`src/rtl/tns_link_scheduler.sv`:
```
// rtl/tns_link_scheduler.sv - two-requester round-robin link scheduler feeding a shared TNS encoder
//
// Ports:
//   clock, rst            sole rising-edge clock, synchronous active-high reset
//   en                    issue enable; 0 freezes FIFO pops, arbitration keeps filling
//   req0_valid/data/ready requester 0 word offer and accept strobe
//   req1_valid/data/ready requester 1 word offer and accept strobe
//   enc_datain            registered word driven to the shared encoder
//   enc_rst_n             encoder reset, combinational ~rst
//   enc_codeout           encoder registered code output
//   code_out              enc_codeout passed through
//   code_valid, code_src  tag of the word currently on code_out
//   fifo_level            current issue-FIFO occupancy
//
// Build option: TNS_LINK_IDLE_HOLD_EN
//   defined   -> enc_datain holds its last value on cycles with no pop
//   undefined -> enc_datain is loaded with 0 on cycles with no pop

`ifndef BLEN05
`define BLEN05 5
`endif

module tns_link_scheduler #(
    parameter int DW    = `BLEN05,
    parameter int BURST = 2,
    parameter int DEPTH = 4
) (
    input  logic                     clock,
    input  logic                     rst,
    input  logic                     en,
    input  logic                     req0_valid,
    input  logic [DW-1:0]            req0_data,
    output logic                     req0_ready,
    input  logic                     req1_valid,
    input  logic [DW-1:0]            req1_data,
    output logic                     req1_ready,
    output logic [DW-1:0]            enc_datain,
    output logic                     enc_rst_n,
    input  logic [14:0]              enc_codeout,
    output logic [14:0]              code_out,
    output logic                     code_valid,
    output logic                     code_src,
    output logic [$clog2(DEPTH):0]   fifo_level
);

    localparam int AW = $clog2(DEPTH);
    localparam int CW = $clog2(BURST + 1);

    // FIFO entry: {src, data}
    logic [DW:0]   mem [DEPTH];
    logic [AW-1:0] wr_ptr;
    logic [AW-1:0] rd_ptr;
    logic [AW:0]   count;

    logic          owner;       // last requester that won a transfer
    logic [CW-1:0] burst_cnt;   // consecutive accepts of owner
    logic          grant;
    logic          full;
    logic          push;
    logic          pop;
    logic          owner_valid;
    logic [DW:0]   head;

    logic          tag1_valid;
    logic          tag1_src;

    // Full is taken from registered occupancy only, so a pop in the same
    // cycle never opens a slot for a push.
    assign full        = (count == (AW + 1)'(DEPTH));
    assign pop         = en && (count != '0);
    assign head        = mem[rd_ptr];
    assign owner_valid = owner ? req1_valid : req0_valid;

    always_comb begin
        grant = owner;
        if (req0_valid && !req1_valid) begin
            grant = 1'b0;
        end else if (req1_valid && !req0_valid) begin
            grant = 1'b1;
        end else if (req0_valid && req1_valid && (burst_cnt >= CW'(BURST))) begin
            grant = ~owner;
        end
    end

    assign req0_ready = !rst && !full && !grant && req0_valid;
    assign req1_ready = !rst && !full &&  grant && req1_valid;
    assign push       = req0_ready || req1_ready;

    assign enc_rst_n  = ~rst;
    assign code_out   = enc_codeout;
    assign fifo_level = count;

    // Storage is not reset; pointers and occupancy define what is live.
    always_ff @(posedge clock) begin
        if (push) begin
            mem[wr_ptr] <= {grant, grant ? req1_data : req0_data};
        end
    end

    always_ff @(posedge clock) begin
        if (rst) begin
            wr_ptr     <= '0;
            rd_ptr     <= '0;
            count      <= '0;
            owner      <= 1'b0;
            burst_cnt  <= '0;
            enc_datain <= '0;
            tag1_valid <= 1'b0;
            tag1_src   <= 1'b0;
            code_valid <= 1'b0;
            code_src   <= 1'b0;
        end else begin
            if (push) begin
                wr_ptr <= wr_ptr + AW'(1);
            end
            if (pop) begin
                rd_ptr <= rd_ptr + AW'(1);
            end
            case ({push, pop})
                2'b10:   count <= count + (AW + 1)'(1);
                2'b01:   count <= count - (AW + 1)'(1);
                default: count <= count;
            endcase

            // An owner change restarts the run, and the accept that caused
            // it is the first of the new run. The count saturates at BURST
            // while a lone requester streams.
            if (push) begin
                if (grant == owner) begin
                    if (burst_cnt < CW'(BURST)) begin
                        burst_cnt <= burst_cnt + CW'(1);
                    end
                end else begin
                    owner     <= grant;
                    burst_cnt <= CW'(1);
                end
            end else if (!owner_valid) begin
                burst_cnt <= '0;
            end

            if (pop) begin
                enc_datain <= head[DW-1:0];
            end else begin
`ifdef TNS_LINK_IDLE_HOLD_EN
                enc_datain <= enc_datain;
`else
                enc_datain <= '0;
`endif
            end

            // Tag stage 1 lines up with enc_datain, stage 2 with enc_codeout.
            tag1_valid <= pop;
            tag1_src   <= pop && head[DW];
            code_valid <= tag1_valid;
            code_src   <= tag1_src;
        end
    end

endmodule

```
`config.mk`:
```
export PLATFORM = sky130hd
export DESIGN_NAME = tns_link_scheduler
export DESIGN_NICKNAME = d
export VERILOG_FILES = /design/src/rtl/tns_link_scheduler.sv
export SDC_FILE = /design/constraint.sdc
export NUM_CORES = 1
export LEC_CHECK = 0
export BUFFER_PORTS_ARGS = -buffer_cell sky130_fd_sc_hd__buf_4
export CAP_MARGIN = 10
export CORE_ASPECT_RATIO = 1.25
export CORE_MARGIN = 10
export CORE_UTILIZATION = 48
export CTS_BUF_LIST = sky130_fd_sc_hd__clkbuf_4 sky130_fd_sc_hd__clkbuf_8
export CTS_CLUSTER_DIAMETER = 30
export DETAILED_ROUTE_END_ITERATION = 8
export HOLD_SLACK_MARGIN = 0.05
export PLACE_DENSITY_LB_ADDON = 0.1
export SYNTH_ARGS = -nofsm -noshare
export SYNTH_HDL_FRONTEND = slang
export SYNTH_SLANG_ARGS = --single-unit
```
`constraint.sdc`:
```
create_clock -name clock -period 1.8 [get_ports clock]
set_input_delay 0.27 -clock clock [delete_from_list [all_inputs] [get_ports clock]]
set_output_delay 0.27 -clock clock [all_outputs]
set_load 0.005 [all_outputs]
```
==> qor.yml <==
p_clk_share_pct: 26.1
synth_fp_nets: 187
mostFrequentLayoutCells: "buf_4 (42), edfxtp_1 (24), dfxtp_1 (16)"
initial_core_util_pct: 49.3
cts.htree.levels: 2
cp.required_ns: 2.03
switching_share_pct: 28.2
cap_viol_max_count: 0
min_from: "req1_data[3]"
ys_ff_latch: 45
worstReg2RegEnd: "fifo_level[2]"
yosys.cell_types.count: 34
routabilityCongestion: 0.810
clock_path_buffers: 2
violations: "setup timing"
worst_ep_arrival_time_ns: 2.08
holdPathStages: 2
clkSinkCount: 45
crit_type: "reg -> reg"
ff2ff_setup_slack_ns: -0.04
place_hpwl_mm: 2.84
placedCellCount: 225
pwr-share-comb_pct: 32.3
drc: 0
rsz0062_at_grt: "true"
synth-edff-count: 24
n_antenna_cell: 0
areaGrowthSynthToFinish_pct: 25.5
critPathLaunchType: "flip-flop"
power.density_nw_per_um2: 1400
avgRoutedWirePerCell_um: 16.8
cp-end-kind: "flip-flop"
grt_max_degree: 16
holdPathEnd: "mem[0][3]"
layout.cells.non_filler: 239
yosys_warnings: 0
p_int_mw: 2.50
relSlewSlack_pct: 71.1
worst_pin_slew_ns: 0.434
drt-pass1-iter-count: 3
syn_avg_cell_area_um2: 13.3
final_util_pct: 61.9
syn_inst: 150
grt_overflow_total: 0
grt_usage_pct: 11.5
cts.clk_slew.worst_paths_ns: 0.09
finalClockSkew_ns: 0.00506
worst_ir_drop_vdd_mv: 0.556
via_per_inst: 4.98
r2r-start: "fifo_level[0]"
nets: 219
die_x_um: 77.6
grt_pass1_wl_mm: 6.42
drtAntennaViolNets: 0
numCtsBuffers: 5
clk-insertion-delay-late_ns: 0.30
vias: 1191
layout_commonest_cell: "buf_4"
report.final.setup_viol: 1
cts_root_buffer: "clkbuf_8"
ios: 58
status: "finished, violations left"
finalCritPeriodShare_pct: 102
fmax_ghz: 0.543
grt_pass1_vias: 1319
fp.coreArea_um2: 4030
drt_iter0_markers: 78
finalCriticalPeriod_ns: 1.84
seq_power_share_pct: 41.6
wl_mm: 4.01
hold_violations: 0
rows: 26
critPathMaxFanout: 4
min_path_type: "in -> reg"
final_max_slew_viol_count: 0
io_buffers: 27
drive_above_1_share_pct: 49.2
layout_setup_ws_ns: -0.0415
tritoncts: "yes"
synth-seq-area-share_pct: 57.3
p_sw_mw: 0.983
netlist_area_um2: 1990
grt_antenna_before_repair: 0
p_leak_nw: 1.04
async_flop_share_pct: 0
dieArea_um2: 7140
fp.dieH_um: 92
synthFlopType: "edfxtp_1"
ff2ff_path_depth: 9
==> critical path, cell delays in order, from the launching register on <==
cell and delay [ns]:
dfxtp_4 0.37, nor2_4 0.14, a211oi_4 0.08, inv_2 0.08
ha_4 0.15, inv_2 0.04, fa_2 0.33, xor2_1 0.15
or3_1 0.32, a21oi_2 0.12
==> power by group through the flow <==
stage	combinational, mW	sequential [mW]	clock (mW)
after floorplan	0.668	1.42	0
after global placement	0.887	1.46	0
after detailed placement	0.928	1.47	0
after CTS	1.04	1.45	0.926
after global routing	1.24	1.48	0.973
final	1.13	1.45	0.910
==> state kept, by name, summed over array words and instances, names as in the netlist, 2 cells and up, named ones only <==
name,count
rd_ptr,2
burst_cnt,2
fifo_level,3
enc_datain,5
wr_ptr,2
mem,24
==> cell type report <==
type,count,area [µm²]
Timing Repair Buffer,44,338
Sequential cell,45,1160
Fill cell,342,1540
Inverter,12,45.0
Clock buffer,5,68.8
Tap cell,56,70.1
Multi-Input combinational cell,74,749
Clock inverter,3,68.8
==> worst max path at each step <==
stage,from,endpoint,slack (ns)
6_report,fifo_level[0],fifo_level[2],-0.04
5_1_grt,fifo_level[0],fifo_level[2],-0.13
4_1_cts,fifo_level[1],fifo_level[2],-0.08
3_5_place_dp,burst_cnt[0],mem[0][4],-0.12
3_3_place_gp,burst_cnt[0],mem[0][1],-0.07
2_1_floorplan,fifo_level[0],fifo_level[2],-0.05
==> cells in the mapped netlist, types with 2 or more instances <==
cell type,number,share of area (%)
xnor2_1,2,0.88
nor2_1,11,2.1
nor2b_1,2,0.63
xor2_1,3,1.3
mux2i_1,2,1.0
and2_2,4,1.5
mux4_2,6,6.8
dfxtp_1,21,21
clkbuf_1,2,0.38
o21ai_0,3,0.75
mux2_2,6,3.4
ha_1,6,3.8
inv_1,12,2.3
buf_2,2,0.50
and3_1,6,1.9
nand2_1,4,0.75
buf_4,15,5.7
a21oi_1,3,0.75
and2_1,2,0.63
edfxtp_1,24,36
==> through the flow <==
step           worst slack, ns  power [mW]  TNS, ns  hold WS, ns  instance area [µm²]
2_1_floorplan          -0.0496        2.08  -0.0592        0.342                 2020
3_3_place_gp           -0.0741        2.35    -1.38        0.427                 2240
3_5_place_dp            -0.125        2.40    -2.43        0.429                 2240
4_1_cts                -0.0767        3.42   -0.118        0.315                 2440
5_1_grt                 -0.127        3.70   -0.198        0.289                 2500
6_report               -0.0415        3.49  -0.0415        0.297                 2500
==> per-layer routing <==
layer	wire length, µm	GRT usage [%]	part of all wire (%)
met1	1560	11.7	39
met2	2170	20.3	54
met3	183	4.20	4.6
met4	93	5.64	2.3
met5	0	0	0
==> what timing repair did <==
| item | in CTS | in global routing |
|---|---|---|
| setup endpoints to repair | 23 | 23 |
| setup buffers | 5 | 2 |
| gates resized for setup | 12 | 12 |
| hold buffers | 0 | 0 |
| pin swaps | 9 | 7 |
==> cells by family after synthesis <==
logic type / share of synthesized area, %
buffers and inverters: 8.80
adder cells (fa/ha/maj): 4.78
multiplexers: 11.9
AO/OA/AOI/OAI: 6.85
flip-flops: 57.3
AND/OR/NAND/NOR: 8.11
XOR/XNOR: 2.20
(Power assumes the default switching activity.)
